File: src/rtl/lcd_cfah_bus_ctrl_if.sv
// Bus bundle between the LCD command sequencer (master) and the HD44780 bus controller (slave).
interface lcd_cfah_bus_ctrl_if #(parameter int DW = 8);
  logic          start, rs, rw, single_nib;
  logic [7:0]    wdata;
  logic [DW-1:0] lcd_data;
  logic [DW-1:0] lcd_wdata;
  logic          lcd_rs, lcd_rw, lcd_en, bidir_sel;
  logic [7:0]    rdata;
  logic          ready, done, timeout;

  modport slave (
    input  start, rs, rw, single_nib, wdata, lcd_data,
    output lcd_wdata, lcd_rs, lcd_rw, lcd_en, bidir_sel, rdata, ready, done, timeout
  );
  modport master (
    output start, rs, rw, single_nib, wdata, lcd_data,
    input  lcd_wdata, lcd_rs, lcd_rw, lcd_en, bidir_sel, rdata, ready, done, timeout
  );
endinterface

File: src/rtl/lcd_cfah_bus_ctrl.sv
// HD44780-style bus transfer engine: one register access per start, 8- or 4-bit bus,
// ns-derived setup/pulse/hold/cycle timing and optional busy-flag polling after writes.
module lcd_cfah_bus_ctrl #(
  parameter int G_CLK_PERIOD_NS      = 20,
  parameter int G_DATA_WIDTH         = 8,
  parameter int G_T_AS_NS            = 40,
  parameter int G_PW_EN_NS           = 230,
  parameter int G_T_H_NS             = 10,
  parameter int G_T_CYC_NS           = 500,
  parameter bit G_BIDIR_SEL_POLARITY = 1'b1,
  parameter bit G_BUSY_POLL          = 1'b0,
  parameter int G_POLL_MAX           = 1000
) (
  input logic clk,
  input logic rst_n,
  lcd_cfah_bus_ctrl_if.slave bus
);
  localparam int DW = G_DATA_WIDTH;

  function automatic int cdiv(int ns);
    return (ns + G_CLK_PERIOD_NS - 1) / G_CLK_PERIOD_NS;
  endfunction
  function automatic int max1(int v);
    return (v < 1) ? 1 : v;
  endfunction

  localparam int C_AS  = max1(cdiv(G_T_AS_NS));
  localparam int C_PW  = max1(cdiv(G_PW_EN_NS));
  localparam int C_H   = max1(cdiv(G_T_H_NS));
  localparam int C_CYC = cdiv(G_T_CYC_NS);
  localparam int C_GAP = (C_CYC > C_AS + C_PW + C_H) ? C_CYC - C_AS - C_PW - C_H : 0;
  localparam int PW    = $clog2(G_POLL_MAX + 1);

  if (DW != 8 && DW != 4) begin : g_bad_width
    $error("lcd_cfah_bus_ctrl: G_DATA_WIDTH must be 8 or 4");
  end

  typedef enum logic [2:0] {IDLE, SETUP, EN_HI, HOLD, GAP} state_t;

  state_t        state, state_n;
  logic [15:0]   cnt, cnt_n;
  logic          ph, ph_n, polling, poll_n;
  logic [PW-1:0] pcnt, pcnt_n;
  logic          rs_q, rs_n, rw_q, rw_n, single_q, single_n;
  logic [7:0]    wdata_q, wdata_n, rd_buf, rdata_n;
  logic          done_n, tmo_n, phase_end, last_phase, busy;
  logic          rs_e, rw_e, drive;
  logic [DW-1:0] nib;

  assign last_phase = (DW == 8) || single_q || ph;
  assign busy       = rd_buf[7];

  always_comb begin
    state_n = state;  cnt_n = cnt + 16'd1;  ph_n = ph;  poll_n = polling;  pcnt_n = pcnt;
    rs_n = rs_q;  rw_n = rw_q;  single_n = single_q;  wdata_n = wdata_q;
    rdata_n = bus.rdata;  done_n = 1'b0;  tmo_n = 1'b0;  phase_end = 1'b0;
    unique case (state)
      IDLE: begin
        cnt_n = '0;
        if (bus.start) begin
          state_n = SETUP;  ph_n = 1'b0;  poll_n = 1'b0;  pcnt_n = '0;
          rs_n = bus.rs;  rw_n = bus.rw;  wdata_n = bus.wdata;
          single_n = bus.single_nib && (DW == 4);
        end
      end
      SETUP: if (cnt == 16'(C_AS - 1)) begin state_n = EN_HI; cnt_n = '0; end
      EN_HI: if (cnt == 16'(C_PW - 1)) begin state_n = HOLD;  cnt_n = '0; end
      HOLD:  if (cnt == 16'(C_H - 1)) begin
               cnt_n = '0;
               if (C_GAP > 0) state_n = GAP;
               else           phase_end = 1'b1;
             end
      GAP:   if (cnt == 16'(C_GAP - 1)) begin cnt_n = '0; phase_end = 1'b1; end
      default: state_n = IDLE;
    endcase

    // Phase boundary: next nibble, start/continue polling, or finish.
    if (phase_end) begin
      state_n = SETUP;
      if (!last_phase) ph_n = 1'b1;
      else begin
        ph_n = 1'b0;
        if (!polling && !rw_q && G_BUSY_POLL && !single_q) begin
          poll_n = 1'b1;  pcnt_n = PW'(1);
        end else if (polling && busy && pcnt != PW'(G_POLL_MAX)) begin
          pcnt_n = pcnt + PW'(1);
        end else begin
          state_n = IDLE;  done_n = 1'b1;  tmo_n = polling && busy;
          if (!polling && rw_q) rdata_n = rd_buf;
        end
      end
    end

    rs_e  = poll_n ? 1'b0 : rs_n;
    rw_e  = poll_n ? 1'b1 : rw_n;
    drive = (state_n inside {SETUP, EN_HI, HOLD}) && !rw_e;
    nib   = (DW == 8) ? DW'(wdata_n) : DW'(ph_n ? wdata_n[3:0] : wdata_n[7:4]);
  end

  always_ff @(posedge clk or negedge rst_n) begin
    if (!rst_n) begin
      state <= IDLE;  cnt <= '0;  ph <= 1'b0;  polling <= 1'b0;  pcnt <= '0;
      rs_q <= 1'b0;  rw_q <= 1'b0;  single_q <= 1'b0;  wdata_q <= '0;  rd_buf <= '0;
      bus.lcd_en <= 1'b0;  bus.lcd_rs <= 1'b0;  bus.lcd_rw <= 1'b0;  bus.lcd_wdata <= '0;
      bus.bidir_sel <= !G_BIDIR_SEL_POLARITY;  bus.rdata <= '0;
      bus.ready <= 1'b1;  bus.done <= 1'b0;  bus.timeout <= 1'b0;
    end else begin
      state <= state_n;  cnt <= cnt_n;  ph <= ph_n;  polling <= poll_n;  pcnt <= pcnt_n;
      rs_q <= rs_n;  rw_q <= rw_n;  single_q <= single_n;  wdata_q <= wdata_n;
      // Seed with the old byte so a single-nibble read keeps the low nibble.
      if (state == IDLE && bus.start) rd_buf <= bus.rdata;
      else if (state == EN_HI && cnt == 16'(C_PW - 1) && (polling || rw_q)) begin
        if (DW == 8)  rd_buf      <= 8'(bus.lcd_data);
        else if (!ph) rd_buf[7:4] <= 4'(bus.lcd_data);
        else          rd_buf[3:0] <= 4'(bus.lcd_data);
      end
      bus.lcd_en    <= (state_n == EN_HI);
      bus.lcd_rs    <= rs_e;
      bus.lcd_rw    <= rw_e;
      bus.lcd_wdata <= drive ? nib : '0;
      bus.bidir_sel <= drive ? G_BIDIR_SEL_POLARITY : !G_BIDIR_SEL_POLARITY;
      bus.rdata     <= rdata_n;
      bus.ready     <= (state_n == IDLE);
      bus.done      <= done_n;
      bus.timeout   <= tmo_n;
    end
  end
endmodule
File: src/flat_wrapper.sv
// flat-port wrapper written by rule: the top's interface ports become plain ports
module lcd_cfah_bus_ctrl_flat 
#(
  parameter int G_CLK_PERIOD_NS      = 20,
  parameter int G_DATA_WIDTH         = 8,
  parameter int G_T_AS_NS            = 40,
  parameter int G_PW_EN_NS           = 230,
  parameter int G_T_H_NS             = 10,
  parameter int G_T_CYC_NS           = 500,
  parameter bit G_BIDIR_SEL_POLARITY = 1'b1,
  parameter bit G_BUSY_POLL          = 1'b0,
  parameter int G_POLL_MAX           = 1000
)
  (clk, rst_n, bus_start, bus_rs, bus_rw, bus_single_nib, bus_wdata, bus_lcd_data, bus_lcd_wdata, bus_lcd_rs, bus_lcd_rw, bus_lcd_en, bus_bidir_sel, bus_rdata, bus_ready, bus_done, bus_timeout);
  lcd_cfah_bus_ctrl_if bus_i ();
  input logic clk;
  input logic rst_n;
  input wire logic [$bits(bus_i.start)-1:0] bus_start;
  input wire logic [$bits(bus_i.rs)-1:0] bus_rs;
  input wire logic [$bits(bus_i.rw)-1:0] bus_rw;
  input wire logic [$bits(bus_i.single_nib)-1:0] bus_single_nib;
  input wire logic [$bits(bus_i.wdata)-1:0] bus_wdata;
  input wire logic [$bits(bus_i.lcd_data)-1:0] bus_lcd_data;
  output wire logic [$bits(bus_i.lcd_wdata)-1:0] bus_lcd_wdata;
  output wire logic [$bits(bus_i.lcd_rs)-1:0] bus_lcd_rs;
  output wire logic [$bits(bus_i.lcd_rw)-1:0] bus_lcd_rw;
  output wire logic [$bits(bus_i.lcd_en)-1:0] bus_lcd_en;
  output wire logic [$bits(bus_i.bidir_sel)-1:0] bus_bidir_sel;
  output wire logic [$bits(bus_i.rdata)-1:0] bus_rdata;
  output wire logic [$bits(bus_i.ready)-1:0] bus_ready;
  output wire logic [$bits(bus_i.done)-1:0] bus_done;
  output wire logic [$bits(bus_i.timeout)-1:0] bus_timeout;
  assign bus_i.start = bus_start;
  assign bus_i.rs = bus_rs;
  assign bus_i.rw = bus_rw;
  assign bus_i.single_nib = bus_single_nib;
  assign bus_i.wdata = bus_wdata;
  assign bus_i.lcd_data = bus_lcd_data;
  assign bus_lcd_wdata = bus_i.lcd_wdata;
  assign bus_lcd_rs = bus_i.lcd_rs;
  assign bus_lcd_rw = bus_i.lcd_rw;
  assign bus_lcd_en = bus_i.lcd_en;
  assign bus_bidir_sel = bus_i.bidir_sel;
  assign bus_rdata = bus_i.rdata;
  assign bus_ready = bus_i.ready;
  assign bus_done = bus_i.done;
  assign bus_timeout = bus_i.timeout;
  lcd_cfah_bus_ctrl #(.G_CLK_PERIOD_NS(G_CLK_PERIOD_NS), .G_DATA_WIDTH(G_DATA_WIDTH), .G_T_AS_NS(G_T_AS_NS), .G_PW_EN_NS(G_PW_EN_NS), .G_T_H_NS(G_T_H_NS), .G_T_CYC_NS(G_T_CYC_NS), .G_BIDIR_SEL_POLARITY(G_BIDIR_SEL_POLARITY), .G_BUSY_POLL(G_BUSY_POLL), .G_POLL_MAX(G_POLL_MAX)) u_core (.clk(clk), .rst_n(rst_n), .bus(bus_i));
endmodule
File: config.mk
export PLATFORM = sky130hd
export DESIGN_NAME = lcd_cfah_bus_ctrl_flat
export DESIGN_NICKNAME = d
export VERILOG_FILES = /design/src/rtl/lcd_cfah_bus_ctrl_if.sv /design/src/rtl/lcd_cfah_bus_ctrl.sv /design/src/flat_wrapper.sv
export SDC_FILE = /design/constraint.sdc
export NUM_CORES = 1
export LEC_CHECK = 0
export ABC_AREA = 0
export BUFFER_PORTS_ARGS = -buffer_cell sky130_fd_sc_hd__buf_2
export CAP_MARGIN = 20
export CORE_ASPECT_RATIO = 2
export CORE_MARGIN = 2
export CORE_UTILIZATION = 55
export DETAILED_ROUTE_END_ITERATION = 8
export GPL_TIMING_DRIVEN = 0
export PLACE_DENSITY = 0.8
export SYNTH_ARGS = -nofsm -noshare
export SYNTH_HDL_FRONTEND = slang
export SYNTH_SLANG_ARGS = --single-unit
File: constraint.sdc
create_clock -name clk -period 3.8 [get_ports clk]
set_clock_uncertainty 0.05 [all_clocks]
set_input_delay 0.19 -clock clk [delete_from_list [all_inputs] [get_ports clk]]
set_output_delay 0.19 -clock clk [all_outputs]
set_load 0.05 [all_outputs]
=== Yosys cells after proc, flatten, opt, wreduce, memory -nomap -nowiden ===
Cells that the tools add are included.

* Add/subtract/negate cells: 2
* Eq/ne operators: 11
* Muxes and demuxes: 36
* Bitwise gates (word level): 1
* Reductions and logical operators: 16

{| class="wikitable"
|+ Operators by type and width
! kind !! number
|-
| 16-bit case mux with 5 select lines || 1
|-
| 16-bit two-way mux || 4
|-
| 10-bit two-way mux || 4
|-
| 8-bit two-way mux || 5
|-
| 16-bit by 4-bit equality test with 1-bit output, second input constant || 2
|-
| 16-bit by 1-bit adder with 16-bit output, second input constant || 1
|-
| 16-bit by 1-bit equality test with 1-bit output, second input constant || 1
|-
| 16-bit logical NOT || 1
|-
| 1-bit two-way mux || 16
|-
| 3-bit two-way mux || 5
|-
| 3-bit case mux with 5 select lines || 1
|-
| 3-bit by 2-bit equality test with 1-bit output, second input constant || 4
|-
| 10-bit by 1-bit adder with 10-bit output, second input constant || 1
|-
| 10-bit inequality test, second input constant || 1
|-
| 1-bit logical AND || 7
|-
| 3-bit by 1-bit equality test with 1-bit output, second input constant || 2
|-
| 3-bit logical NOT || 2
|-
| 3-bit equality test, second input constant || 1
|-
| 3-bit AND reduction || 1
|-
| 3-bit nonzero test || 1
|-
| 1-bit logical NOT || 2
|-
| 2-bit nonzero test || 1
|-
| 1-bit logical OR || 1
|-
| 1-bit NOT || 1
|}

* Register bits after elaboration: 71
* Bits of input ports: 22
* Word-level logic and storage cells: 83

=== Logic depth before layout (Yosys ltp) ===
Gate-level depths: netlist of run 1.

* Depth in word-level cells: 8
* Mapped depth: 9
* Depth with buffers taken out: 8

=== Least setup slack after synthesis of run 1 ===
Ideal clock, no wire load.

* Kind: register to register
* From: register u_core.cnt[10]
* To: register u_core.bus.rdata[0]
* Arrival: 1908 ps
* Data required time: 3625 ps
* Path slack: 1718 ps
* Cell stages (with the launch flop): 7
* Path buffers: 1
* Cells stage by stage: dfrtp_1 > nor4_2 > and3_2 > buf_6 > nand4_4 > nor3b_4 > mux2_2

* Cells in the longest elaborated chain, start to end: 4

{| class="wikitable"
|+ RTL lines
! what !! line !! source
|-
| start, declared || lcd_cfah_bus_ctrl.sv:41 || <nowiki>logic [15:0] cnt, cnt_n;</nowiki>
|-
| start signal, assigned || lcd_cfah_bus_ctrl.sv:108 || <nowiki>state <= state_n; cnt <= cnt_n; ph <= ph_n; polling <= poll_n; pcnt <= pcnt_n;</nowiki>
|-
| 16-bit by 4-bit equality test with 1-bit output || lcd_cfah_bus_ctrl.sv:73 || <nowiki>GAP: if (cnt == 16'(C_GAP - 1)) begin cnt_n = '0; phase_end = 1'b1; end</nowiki>
|-
| 1-bit two-way mux || lcd_cfah_bus_ctrl.sv:73 ||
|-
| 1-bit two-way mux || n/a ||
|-
| 3-bit AND reduction (no line) || n/a ||
|-
| end signal, assigned || lcd_cfah_bus_ctrl.sv:122 || <nowiki>bus.rdata <= rdata_n;</nowiki>
|-
| end, declared || lcd_cfah_bus_ctrl_if.sv:13 || <nowiki>output lcd_wdata, lcd_rs, lcd_rw, lcd_en, bidir_sel, rdata, ready, done, timeout</nowiki>
|}

Every way passes these cells.
A chain may end at the register's enable or synchronous reset.

=== Worst setup path after layout of run 1 ===
* From: register u_core.cnt[10]
* To: register u_core.cnt[14]

* Cells in the longest elaborated chain, start to end: 3
* Elaborated cells on any way between the ends: 10
* Classes of those cells: 1 x add/sub; 3 x eq/ne; 5 x mux; 1 x reduce/logical

{| class="wikitable"
|+ RTL lines
! what !! line !! source
|-
| 16-bit by 1-bit adder with 16-bit output (tied with other cells) || lcd_cfah_bus_ctrl.sv:54 || <nowiki>state_n = state; cnt_n = cnt + 16'd1; ph_n = ph; poll_n = polling; pcnt_n = pcnt;</nowiki>
|-
| 16-bit two-way mux, on equally long branches || n/a ||
|-
| 16-bit case mux with 5 select lines * || lcd_cfah_bus_ctrl.sv:57 || <nowiki>unique case (state)</nowiki>
|-
| via u_core.cnt_n[14] || lcd_cfah_bus_ctrl.sv:41 ||
|}

Mark *: on every way through the listed nets, which the timed path passes. The rest lies on a longest branch.

==> summary.md, run 1 <==
| Metric | Value |
|---|---|
| Status | finished clean |
| Post-Synth Simple-Gate Area | 21.51% |
| Peak supply drop | slightly above 0.6 mV |
| Worst relative slew slack | 41.69% |
| CP Cell Sequence | nor4_2 > and3_2 > buf_6 > nand3_1 > o22ai_1 > buf_2 > nor2_1 |
| Fin crit share | 63.18% |
| Async SR Flop Fraction | 100.0% |
| CTS Buffer Depth | 2 |
| Crit start category | register |
| Root Driver | clkbuf_16 |
| Mux contribution to synthesized area | 5.205% |
| CTS H-tree depth | 3 |
| GPL Wtd Cong | 0.7827 |
| Adder-cell share of the synthesized area | 1.914% |
| Die Ht | between 100 and 150 µm |
| Register Area | 1778 µm² |
| Initial Util | 57.26% |
| Final Instance Area | ~4000 µm² |
| Sink Count | 71 |
| Chip width | approximately 59 µm |
| Clk slew on worst S/H paths | 0.05 ns |
| GRT overflow | 0 |
| First-pass GRT wire length | 11.64 mm |
| Kind of critical path | reg2reg |
| Vias in the first global route | 2537 |
| Antenna cells | 0 |
| Final hold violations | 0 |
| IO buf count | between 40 and 50 |
| Largest net degree at the start of global routing | 72 |
| Power Density | around 730 nW/µm² |
| Complex-gate fraction of the synthesized area | 9.338% |
| Layout cells sized above 1 | between 20% and 30% |
| Mapped Area | 3269 µm² |
| Most frequent cells in the layout | dfrtp_1 (70), nand2_1 (49), buf_2 (45) |
| RSZ-0062 raised after global routing | no |
| Area Overhead vs Synth | 19.33% |
| Max Clk Rate | 0.4165 GHz |
| CTS buffer count | 9 |
| Synth Instances | 312 |
| Arrival time at the worst endpoint | ~2.6 ns |
| Bufs and invs on worst path | 2 |
| CTS tree | yes |
| Die area | roughly 6600 µm² |
| Seq/Total Area, Yosys | 54.38% |
| DR vias/cell | 5.684 |
| Final #Nets | 394 |
| Core area | 5709 µm² |
| Hold WS | 0.01937 ns |
| Most common cell after layout, fill and taps aside | dfrtp_1 |
| WL/cell | 16.04 µm |
| Post-DP Area | 3563 µm² |
| DR iter-0 viols | 121 |
| Critical path's top delay family | simple AND/OR/NAND/NOR gates |
| Worst stage delay on the critical path | between 0.4 and 0.5 ns |
| Setup crit end kind | register |
| CP max-delay cell | o22ai_1 |
| Number of I/O pins | 45 |
| Cell Rows | 39 |
| Top FF cell, synth | dfrtp_1 |
| Netlist cell types | 49 |
| Xor/xnor share of the synthesized area | 4.286% |
| Total Routing Usage GR | 23.28% |
| FF+latch count, synth | 71 |
| Largest family of logic cells by synthesized area | simple AND/OR/NAND/NOR gates |
| HP Class | in2reg |
| Worst-path maximum fanout | 10 |
| Post-synth EDFFs | 0 |
| Remaining antenna violation count | 0 |
| Vias | between 2000 and 2500 |
| Setup violations, final | 0 |
| Syn Nets | 339 |
| Final worst setup slack | 1.399 ns |
| Post-route minimum period | about 2.4 ns |
| Area of the multi-input gates | 1381 µm² |
| Avg Inst Size Synth | 10.48 µm² |
| # fillers | 448 |
| Max Cap Violations | 0 |
| Clk Latency, worst-skew pair | 0.33 ns |
| DRC Markers | 0 |
| Place WS | 1.415 ns |
| Required time of the critical path | 3.96 ns |
| Lkg Pwr | roughly 0.0019 µW |
| Detail Placement HPWL | 4.696 mm |
| Routed wire length | approximately 7 mm |
| Pre-Repair DR Iteration Count | 4 |
| Initial antenna violation count | 0 |
| Final Max Slew Viols | 0 |
| Worst-Margin Slew | 0.8680 ns |
| Setup TNS | 0 ns |
| YS warnings | 0 |
## worst min-delay path, stage by stage
cell and delay [ns]:
buf_2 0.07, nand2_1 0.04, nand2_1 0.06
## metrics by stage
step | std cells | util (%) | total power (µW)
after floorplan | 312 | - | 1690
after global placement | 416 | 62.37 | 1907
after detailed placement | 416 | 62.42 | 1934
after CTS | 433 | 68.33 | 2854
after global routing | 433 | 68.33 | 3000
final | 433 | 68.33 | 2837
## power breakdown
group          internal (µW)  total (µW)  switching [µW]
Combinational            274         908             634
Sequential               929        1020            92.4
Clock                    610         907             297
## registers in the layout, indices dropped and copies added (netlist names)
| name | cells |
|---|---|
| u_core.bus.done | 1 |
| u_core.polling | 1 |
| u_core.rd_buf | 8 |
| u_core.bus.rdata | 8 |
| u_core.wdata_q | 8 |
| u_core.pcnt | 10 |
| u_core.bus.lcd_wdata | 8 |
| u_core.state | 3 |
| u_core.rw_q | 1 |
| u_core.bus.lcd_rs | 1 |
| u_core.rs_q | 1 |
| u_core.bus.lcd_en | 1 |
| u_core.bus.timeout | 1 |
| u_core.bus.bidir_sel | 1 |
| u_core.bus.ready | 1 |
| u_core.bus.lcd_rw | 1 |
| u_core.cnt | 16 |
## cells in the mapped netlist (all sizes together), types with 4 or more instances
cell    number  area share [%]
o21ai       23             3.5
ha           5             1.9
and2         4            0.77
a21oi        5            0.77
nor2        28             3.2
nand3       15             2.4
mux2i        8             2.4
dfrtp       70              54
nor4         4             1.3
nand4        7             1.8
xor2        14             3.8
clkbuf       6            0.73
inv         10             1.1
and3         4            0.80
mux2         8             2.8
a211oi       9             2.1
nand2       49             5.6
or3          4            0.80
buf          7             1.5
## layout make-up
cell class / count / area share, %
flip-flops and latches: 71 / 45.57
multi-input cells: 218 / 35.41
repair buffers: 44 / 5.837
clock buffers: 13 / 6.671
plain buffers: 13 / 1.860
clock inverters: 3 / 1.732
inverters: 10 / 0.9622
well taps: 61 / 1.956
## kinds of logic after synthesis
logic type | Yosys count
muxes | 16
AOI/OAI and AO/OA | 49
adders and majority gates | 5
xor gates and xnor gates | 16
and+or+nand+nor | 132
DFF | 71
buffers and inverters | 23
## layer usage
| metal | vias up | track usage [%] | routed length (µm) |
|---|---|---|---|
| met1 | 1207 | 27.58 | 2783 |
| met4 | 0 | 11.63 | 161 |
| li1 | 1197 | - | - |
| met2 | 45 | 38.95 | 3811 |
| met5 | - | 0 | 0 |
| met3 | 12 | 4.800 | 189 |
## worst paths after layout
check / from / end / slack [ns] / cells past startpoint
setup / recovery: u_core.cnt[10] / u_core.cnt[14] / 1.40 / 7
min in group asynchronous: rst_n / u_core.cnt[5] / 0.49 / 2
hold reg to reg: u_core.wdata_q[6] / u_core.wdata_q[6] / 0.42 / 2
hold / removal: bus_wdata[6] / u_core.wdata_q[6] / 0.02 / 3
max in group asynchronous: rst_n / u_core.rd_buf[7] / 2.66 / 2
setup reg to reg: u_core.cnt[10] / u_core.cnt[14] / 1.40 / 7
## what timing repair did
action / in CTS / in global routing
hold buffers: 1 / 0
setup buffers: 0 / 0
resized for setup: 0 / 0
endpoints found under the hold margin: 70 / 0
No activity file was read; power rests on OpenSTA's default activity.
==> run 2: changes to the inputs <==
Settings changed: CORE_UTILIZATION 55 to 51, PLACE_DENSITY 0.8 to 0.78.
Clock period 3.8 ns to 1.9 ns, I/O delays scaled along.
==> run 2 against run 1 <==
  * Clock power rose by 100%
  * Critical path depth did not move
  * Hold slack worse by 0.032 ns
  * Cell area rose by 20%
  * Highest routed layer unchanged
  * Sequential cell count unchanged
  * Power increased by 150%
  * Count of clock-buffer cells in the layout fell by 2
  * Largest cell class unchanged
  * The flow now finishes with violations (negative hold slack, negative setup slack)
  * Routed wire length increased by 37%
  * Maximum frequency up 12%
  * Combinational power grew to 3.3 times the previous value
==> summary.md, run 2 (same netlist as run 1, synthesis figures left out) <==
| Metric | Value |
|---|---|
| Antenna cells | 0 (unchanged) |
| Kind of critical path | reg2reg |
| Sink Count | 71 (unchanged) |
| Detail Placement HPWL | 4.916 mm (+4.7%) |
| Worst relative slew slack | 41.45% (-0.23 points) |
| Layout cells sized above 1 | 42.23% (+20 points) |
| GPL Wtd Cong | 0.8757 (+12%) |
| Setup crit end kind | register |
| Max Cap Violations | 0 (unchanged) |
| Final worst setup slack | -0.2383 ns (-1.637 ns) |
| Area Overhead vs Synth | 43.74% |
| Clk slew on worst S/H paths | 0.06 ns (about the same) |
| Chip width | 60.62 µm (+3.6%) |
| GRT overflow | 0 (unchanged) |
| Arrival time at the worst endpoint | 2.31 ns (-0.25 ns) |
| Final Max Slew Viols | 0 (unchanged) |
| CTS tree | yes |
| HP Class | in2reg |
| Vias | 2854 (+16%) |
| Vias in the first global route | 2780 (+9.6%) |
| Root Driver | clkbuf_16 |
| Worst-path maximum fanout | 5 (-5) |
| Post-route minimum period | 2.138 ns (-0.2625 ns) |
| Max Clk Rate | 0.4677 GHz (+12%) |
| Top reg by flops | u_core.cnt |
| DR iter-0 viols | 335 (+180%) |
| Remaining antenna violation count | 0 (unchanged) |
| CTS H-tree depth | 3 (unchanged) |
| First-pass GRT wire length | 12.84 mm (+10%) |
| Number of I/O pins | 45 (unchanged) |
| Initial antenna violation count | 0 (unchanged) |
| Die area | 7106 µm² (+7.4%) |
| DRC Markers | 0 (unchanged) |
| Required time of the critical path | 2.07 ns (-1.89 ns) |
| Status | finished, violations left |
| Most frequent cells in the layout | dfrtp_1 (61), buf_2 (43), nand2_1 (40) |
| Most common cell after layout, fill and taps aside | dfrtp_1 |
| CTS Buffer Depth | 2 (unchanged) |
| R2R Setup Slk | -0.24 ns (-1.64 ns) |
| RSZ-0062 raised after global routing | yes |
| IO buf count | 43 (unchanged) |
| Total Routing Usage GR | 24.60% (+1.3 points) |
| Cell Rows | 41 (+5.1%) |
| Hold WS | -0.01227 ns (-0.03164 ns) |
| Power Density | 1480 nW/µm² (+100%) |
| Largest regs | u_core.cnt: 16 flops, u_core.pcnt: 10 flops |
| Crit start category | register |
| Worst-Margin Slew | 0.8782 ns (+0.01015 ns) |
| Initial Util | 52.24% (-5.0 points) |
| DR vias/cell | 5.731 (+0.83%) |
| Core area | 6259 µm² (+9.6%) |
| CTS buffer count | 9 (unchanged) |
| Place WS | -0.4745 ns (-1.890 ns) |
| Peak supply drop | 0.8295 mV (+36%) |
| Lkg Pwr | 0.002212 µW (+17%) |
| Largest net degree at the start of global routing | 72 (unchanged) |
| Die Ht | 117.2 µm (+3.7%) |
| Fin crit share | 112.5% (+49 points) |
| WL/cell | 19.09 µm (+19%) |
| Clk Latency, worst-skew pair | 0.34 ns (about the same) |
| Final #Nets | 434 (+10%) |
| Setup violations, final | 31 (+31) |
| Routed wire length | 9.507 mm (+37%) |
| Setup TNS | -4.650 ns (-4.650 ns) |
| Max FFs per register | 16 (unchanged) |
| Pre-Repair DR Iteration Count | 4 (unchanged) |
| Final hold violations | 4 (+4) |
| Final core utilization | 75.09% (+6.8 points) |
| Failing checks | negative hold slack, negative setup slack |
| Total Power | 6957 µW (+150%) |
==> run 2: per-stage QoR <==
step	std cells	cell area [µm²]
2_1_floorplan	312	3339
3_3_place_gp	441	3662
3_5_place_dp	441	3665
4_1_cts	484	4434
5_1_grt	498	4700
6_report	498	4700
==> run 2: layout make-up <==
type | instances | area, µm²
multi-input cells | 218 | 1717
fillers | 400 | 1559
inverters | 10 | 37.54
well taps | 86 | 107.6
clock inverters | 5 | 81.33
repair buffers | 86 | 605.6
flip-flops and latches | 71 | 1789
plain buffers | 11 | 118.9
clock buffers | 11 | 242.7
==> run 2: path summary, 6_finish.rpt <==
check,cells after the start,end,startpoint
max,7,u_core.rd_buf[3],u_core.cnt[11]
min,3,u_core.rd_buf[7],bus_lcd_data[7]
max reg2reg,7,u_core.rd_buf[3],u_core.cnt[11]
min reg2reg,2,u_core.wdata_q[0],u_core.wdata_q[0]
max in group asynchronous,2,u_core.cnt[6],rst_n
min in group asynchronous,2,u_core.cnt[15],rst_n
==> run 2: worst max-delay path, stage by stage, from the launching register on <==
cell and delay [ns]:
dfrtp_2 0.43, nor4_4 0.31, nand4_1 0.26, buf_4 0.21, o41a_1 0.46, buf_8 0.18
nand2_4 0.06, o21ai_2 0.05
==> run 2: power breakdown <==
group	internal (µW)	switching, µW	total [µW]
Sequential	1860	272	2140
Clock	1190	656	1840
Combinational	1190	1790	2980
==> run 2: timing repair <==
| item | 4_1_cts | 5_1_grt |
|---|---|---|
| cloned | 2 | 1 |
| buffers inserted | 15 | 13 |
| hold buffers | 12 | 0 |
| hold endpoints to repair | 82 | 0 |
| setup endpoints to repair | 62 | 50 |
| gates resized for setup | 57 | 46 |
| pin swaps | 17 | 23 |
==> run 2: per-layer routing <==
layer / vias to the layer above / track usage, % / part of all wire [%]
li1: 1281 / - / -
met1: 1440 / 25.72 / 34
met2: 98 / 41.43 / 57
met3: 35 / 5.934 / 4.1
met4: 0 / 17.39 / 4.6
met5: - / 0 / 0
==> run 3: changes to the inputs <==
Settings changed: ABC_AREA 0 to 1, CORE_UTILIZATION 51 to 52, GPL_TIMING_DRIVEN 0 to unset, PLACE_DENSITY 0.78 to 0.79.
==> run 3 against run 2 <==
  * The flow now finishes without violations
  * Via count grew 4.6%
  * First-iteration DRC count is 36% lower
  * Sequential share of layout area rose by 1.3 points
  * Clock power fell by 4%
  * Highest routed layer unchanged
  * Register-to-register slack better by 0.34 ns
  * Area after synthesis grew 11%
  * Largest power group unchanged
  * Critical endpoint is now u_core.pcnt[4]
  * Synthesized cell count increased by 34%
==> summary.md, run 3 <==
| Metric | Value |
|---|---|
| Mapped Area | 3632 µm² (+11%) |
| Synth Instances | 418 (+34%) |
| Net Sw Power | 2244 µW (-18%) |
| Most frequent cells in the layout | dfrtp_1 (69), nand2_1 (68), inv_1 (55), nor2_1 (55), buf_2 (43) |
| IO buf count | 43 (unchanged) |
| Routed wire length | 7.702 mm (-19%) |
| Hold endpoint | u_core.rd_buf[3] |
| Worst-path maximum fanout | 9 (+4) |
| Remaining antenna violation count | 0 (unchanged) |
| CP Cell Sequence | inv_1 > ha_1 > nand2_1 > nor3_1 > nand3_1 > nand2_1 > inv_2 > buf_4 > nand2_1 > o21ai_0 > nand2_1 > o21ai_0 |
| Post-route minimum period | 1.797 ns (-0.3415 ns) |
| CP max-delay cell | dfrtp_1 |
| FF-to-FF End | u_core.pcnt[4] |
| HP Class | in2reg |
| Required time of the critical path | 2.07 ns (about the same) |
| Crit path from | u_core.pcnt[0] |
| Setup violations, final | 0 (-100%) |
| R2r startpoint | u_core.pcnt[0] |
| Post-DP Area | 4019 µm² (+9.7%) |
| GPL Wtd Cong | 0.9559 (+9.2%) |
| GRT overflow | 0 (unchanged) |
| Largest net degree at the start of global routing | 24 (-67%) |
| Reg power frac | 33.1% (+2.4 points) |
| DR iter-0 viols | 216 (-36%) |
| Worst R2R Path Depth | 12 (+5) |
| Synth top cells by count | dfrtp_1 (70), nand2_1 (68), inv_1 (56), nor2_1 (56), nand3_1 (21) |
| Max Cap Violations | 0 (unchanged) |
| Critical path's top delay family | simple AND/OR/NAND/NOR gates |
| Syn Nets | 445 (+31%) |
| Number of I/O pins | 45 (unchanged) |
| Area Overhead vs Synth | 24.42% |
| Seq/Total Area, Yosys | 48.95% (-5.4 points) |
| Async SR Flop Fraction | 100.0% (unchanged) |
| Bufs and invs on worst path | 3 (+1) |
| Max FFs per register | 16 (unchanged) |
| Cell taking the most area after synthesis | dfrtp_1 |
| CTS H-tree depth | 3 (unchanged) |
| Share of the synthesized area in the top cell type | 48.23% (-5.4 points) |
| Clock share of power | 29.4% (+2.9 points) |
| Most common cell after layout, fill and taps aside | dfrtp_1 |
| CTS tree | yes |
| Clk slew on worst S/H paths | 0.06 ns (about the same) |
| Total Routing Usage GR | 21.69% (-2.9 points) |
| Antenna cells | 0 (unchanged) |
| Top reg by flops | u_core.cnt |
| Max Clk Rate | 0.5565 GHz (+19%) |
| Worst relative slew slack | 64.13% (+23 points) |
| Chip width | 63.10 µm (+4.1%) |
| Final Instance Area | 4519 µm² (-3.8%) |
| Fin crit share | 94.57% (-18 points) |
| CTS buffer count | 9 (unchanged) |
| Netlist cell types | 39 (-20%) |
| YS warnings | 0 (unchanged) |
| Cell Rows | 43 (+4.9%) |
| Status | finished clean |
| Layout cells sized above 1 | 27.00% (-15 points) |
| Comb pwr share | 37.6% (-5.2 points) |
| CTS Buffer Depth | 2 (unchanged) |
| Sw Ratio | 37.36% (-1.7 points) |
| Vias in the first global route | 2881 (+3.6%) |
| Internal power | 3762 µW (-11%) |
| Hold Startpoint | bus_lcd_data[3] |
| Die Ht | 122.2 µm (+4.2%) |
| Final Max Slew Viols | 0 (unchanged) |
| Pre-Repair DR Iteration Count | 4 (unchanged) |
| DRC Markers | 0 (unchanged) |
| Clk Latency, worst-skew pair | 0.34 ns (about the same) |
| Worst hold path depth | 4 (+1) |
| Core area | 6833 µm² (+9.2%) |
| Crit start category | register |
| Dominant cell by count in the synthesized netlist | dfrtp_1 |
| Setup crit end kind | register |
| Lkg Pwr | 0.002208 µW (-0.18%) |
| R2R Setup Slk | 0.10 ns (+0.34 ns) |
| Root Driver | clkbuf_16 |
| # fillers | 564 (+41%) |
| Arrival time at the worst endpoint | 1.96 ns (-0.35 ns) |
| Top FF cell, synth | dfrtp_1 |
| Detail Placement HPWL | 5.369 mm (+9.2%) |
| Final core utilization | 66.14% (-8.9 points) |
| Final #Nets | 522 (+20%) |
| Avg Inst Size Synth | 8.690 µm² (-17%) |
| Initial antenna violation count | 0 (unchanged) |
| Final hold violations | 0 (-4) |
| Crit-path most repeated cell | nand2_1 |
| Kind of critical path | reg2reg |
| DR vias/cell | 5.058 (-12%) |
| Die area | 7710 µm² (+8.5%) |
| Largest regs | u_core.cnt: 16 flops, u_core.pcnt: 10 flops |
| Ranking of synthesized cells by area | dfrtp_1 (48%), nand2_1 (7.0%), inv_1 (5.8%) |
| Post-synth EDFFs | 0 (unchanged) |
| Worst stage delay on the critical path | 0.42 ns (-0.04 ns) |
| Peak supply drop | 0.9397 mV (+13%) |
| WL/cell | 13.05 µm (-32%) |
| Sink Count | 71 (unchanged) |
| Vias | 2984 (+4.6%) |
| FF+latch count, synth | 71 (unchanged) |
| Initial Util | 53.16% (+0.92 points) |
| First-pass GRT wire length | 13.08 mm (+1.8%) |
| Power Density | 1329 nW/µm² (-10%) |
| Worst-Margin Slew | 0.5381 ns (-0.3401 ns) |
run 3: repair_timing:
action	CTS	global route
hold buffers	10	0
resized for setup	0	8
setup endpoints to repair	0	15
setup buffers	0	5
endpoints found under the hold margin	32	0
run 3: tightest hold or removal path, stage by stage:
cell      delay, ns
buf_2          0.07
or2_1          0.08
o211ai_1       0.08
o21ai_1        0.07
run 3: per-stage QoR:
step           instances  total power [µW]  TNS, ns  setup WS [ns]  hold WS, ns
3_5_place_dp         558              4021        0         0.1055      0.05367
3_3_place_gp         558              3955        0         0.1417      0.04845
2_1_floorplan        418              3519        0         0.2462      -0.2506
6_report             590              6005        0         0.1032      0.04345
4_1_cts              584              5817        0        0.08611      0.03692
5_1_grt              590              6328  -0.1503       -0.03577      0.04796
run 3: power by group through the flow:
stage | logic [µW] | clock network (µW) | registers (µW)
6_report | 2260 | 1760 | 1990
5_1_grt | 2460 | 1860 | 2010
4_1_cts | 2040 | 1790 | 1990
3_5_place_dp | 2010 | 0 | 2010
3_3_place_gp | 1960 | 0 | 2000
2_1_floorplan | 1250 | 0 | 2260
run 3: worst max path at each step:
stage	end	slack [ns]	cells past startpoint
2_1_floorplan	u_core.bus.rdata[6]	0.25	10
3_3_place_gp	u_core.cnt[15]	0.14	11
3_5_place_dp	u_core.bus.lcd_wdata[0]	0.11	11
4_1_cts	u_core.bus.lcd_wdata[0]	0.09	11
5_1_grt	u_core.bus.lcd_wdata[6]	-0.04	10
6_report	u_core.pcnt[4]	0.10	12
run 3: cell type report:
type | instances | area [µm²] | share of cell area (%)
clock inverters | 6 | 85.08 | 1.883
repair buffers | 73 | 490.5 | 10.85
well taps | 90 | 112.6 | 2.492
inverters | 62 | 232.7 | 5.150
clock buffers | 10 | 229.0 | 5.066
multi-input cells | 278 | 1590 | 35.19
flip-flops and latches | 71 | 1779 | 39.37
run 3: cell families after synthesis:
| family | after synthesis | share of synthesized area [%] |
|---|---|---|
| and+or+nand+nor | 213 | 30.11 |
| DFF | 71 | 48.95 |
| buffers and inverters | 70 | 8.233 |
| AOI/OAI and AO/OA | 54 | 9.749 |
| adders and majority gates | 5 | 1.722 |
| xor gates and xnor gates | 4 | 0.9644 |
| muxes | 1 | 0.2756 |
run 3: routing by layer:
layer  vias up  GRT usage [%]  wire, µm
li1       1485              -         -
met1      1405          28.31      3306
met2        77          34.18      3800
met3        17          4.432       386
met4         0          10.97       209
met5         -              0         0
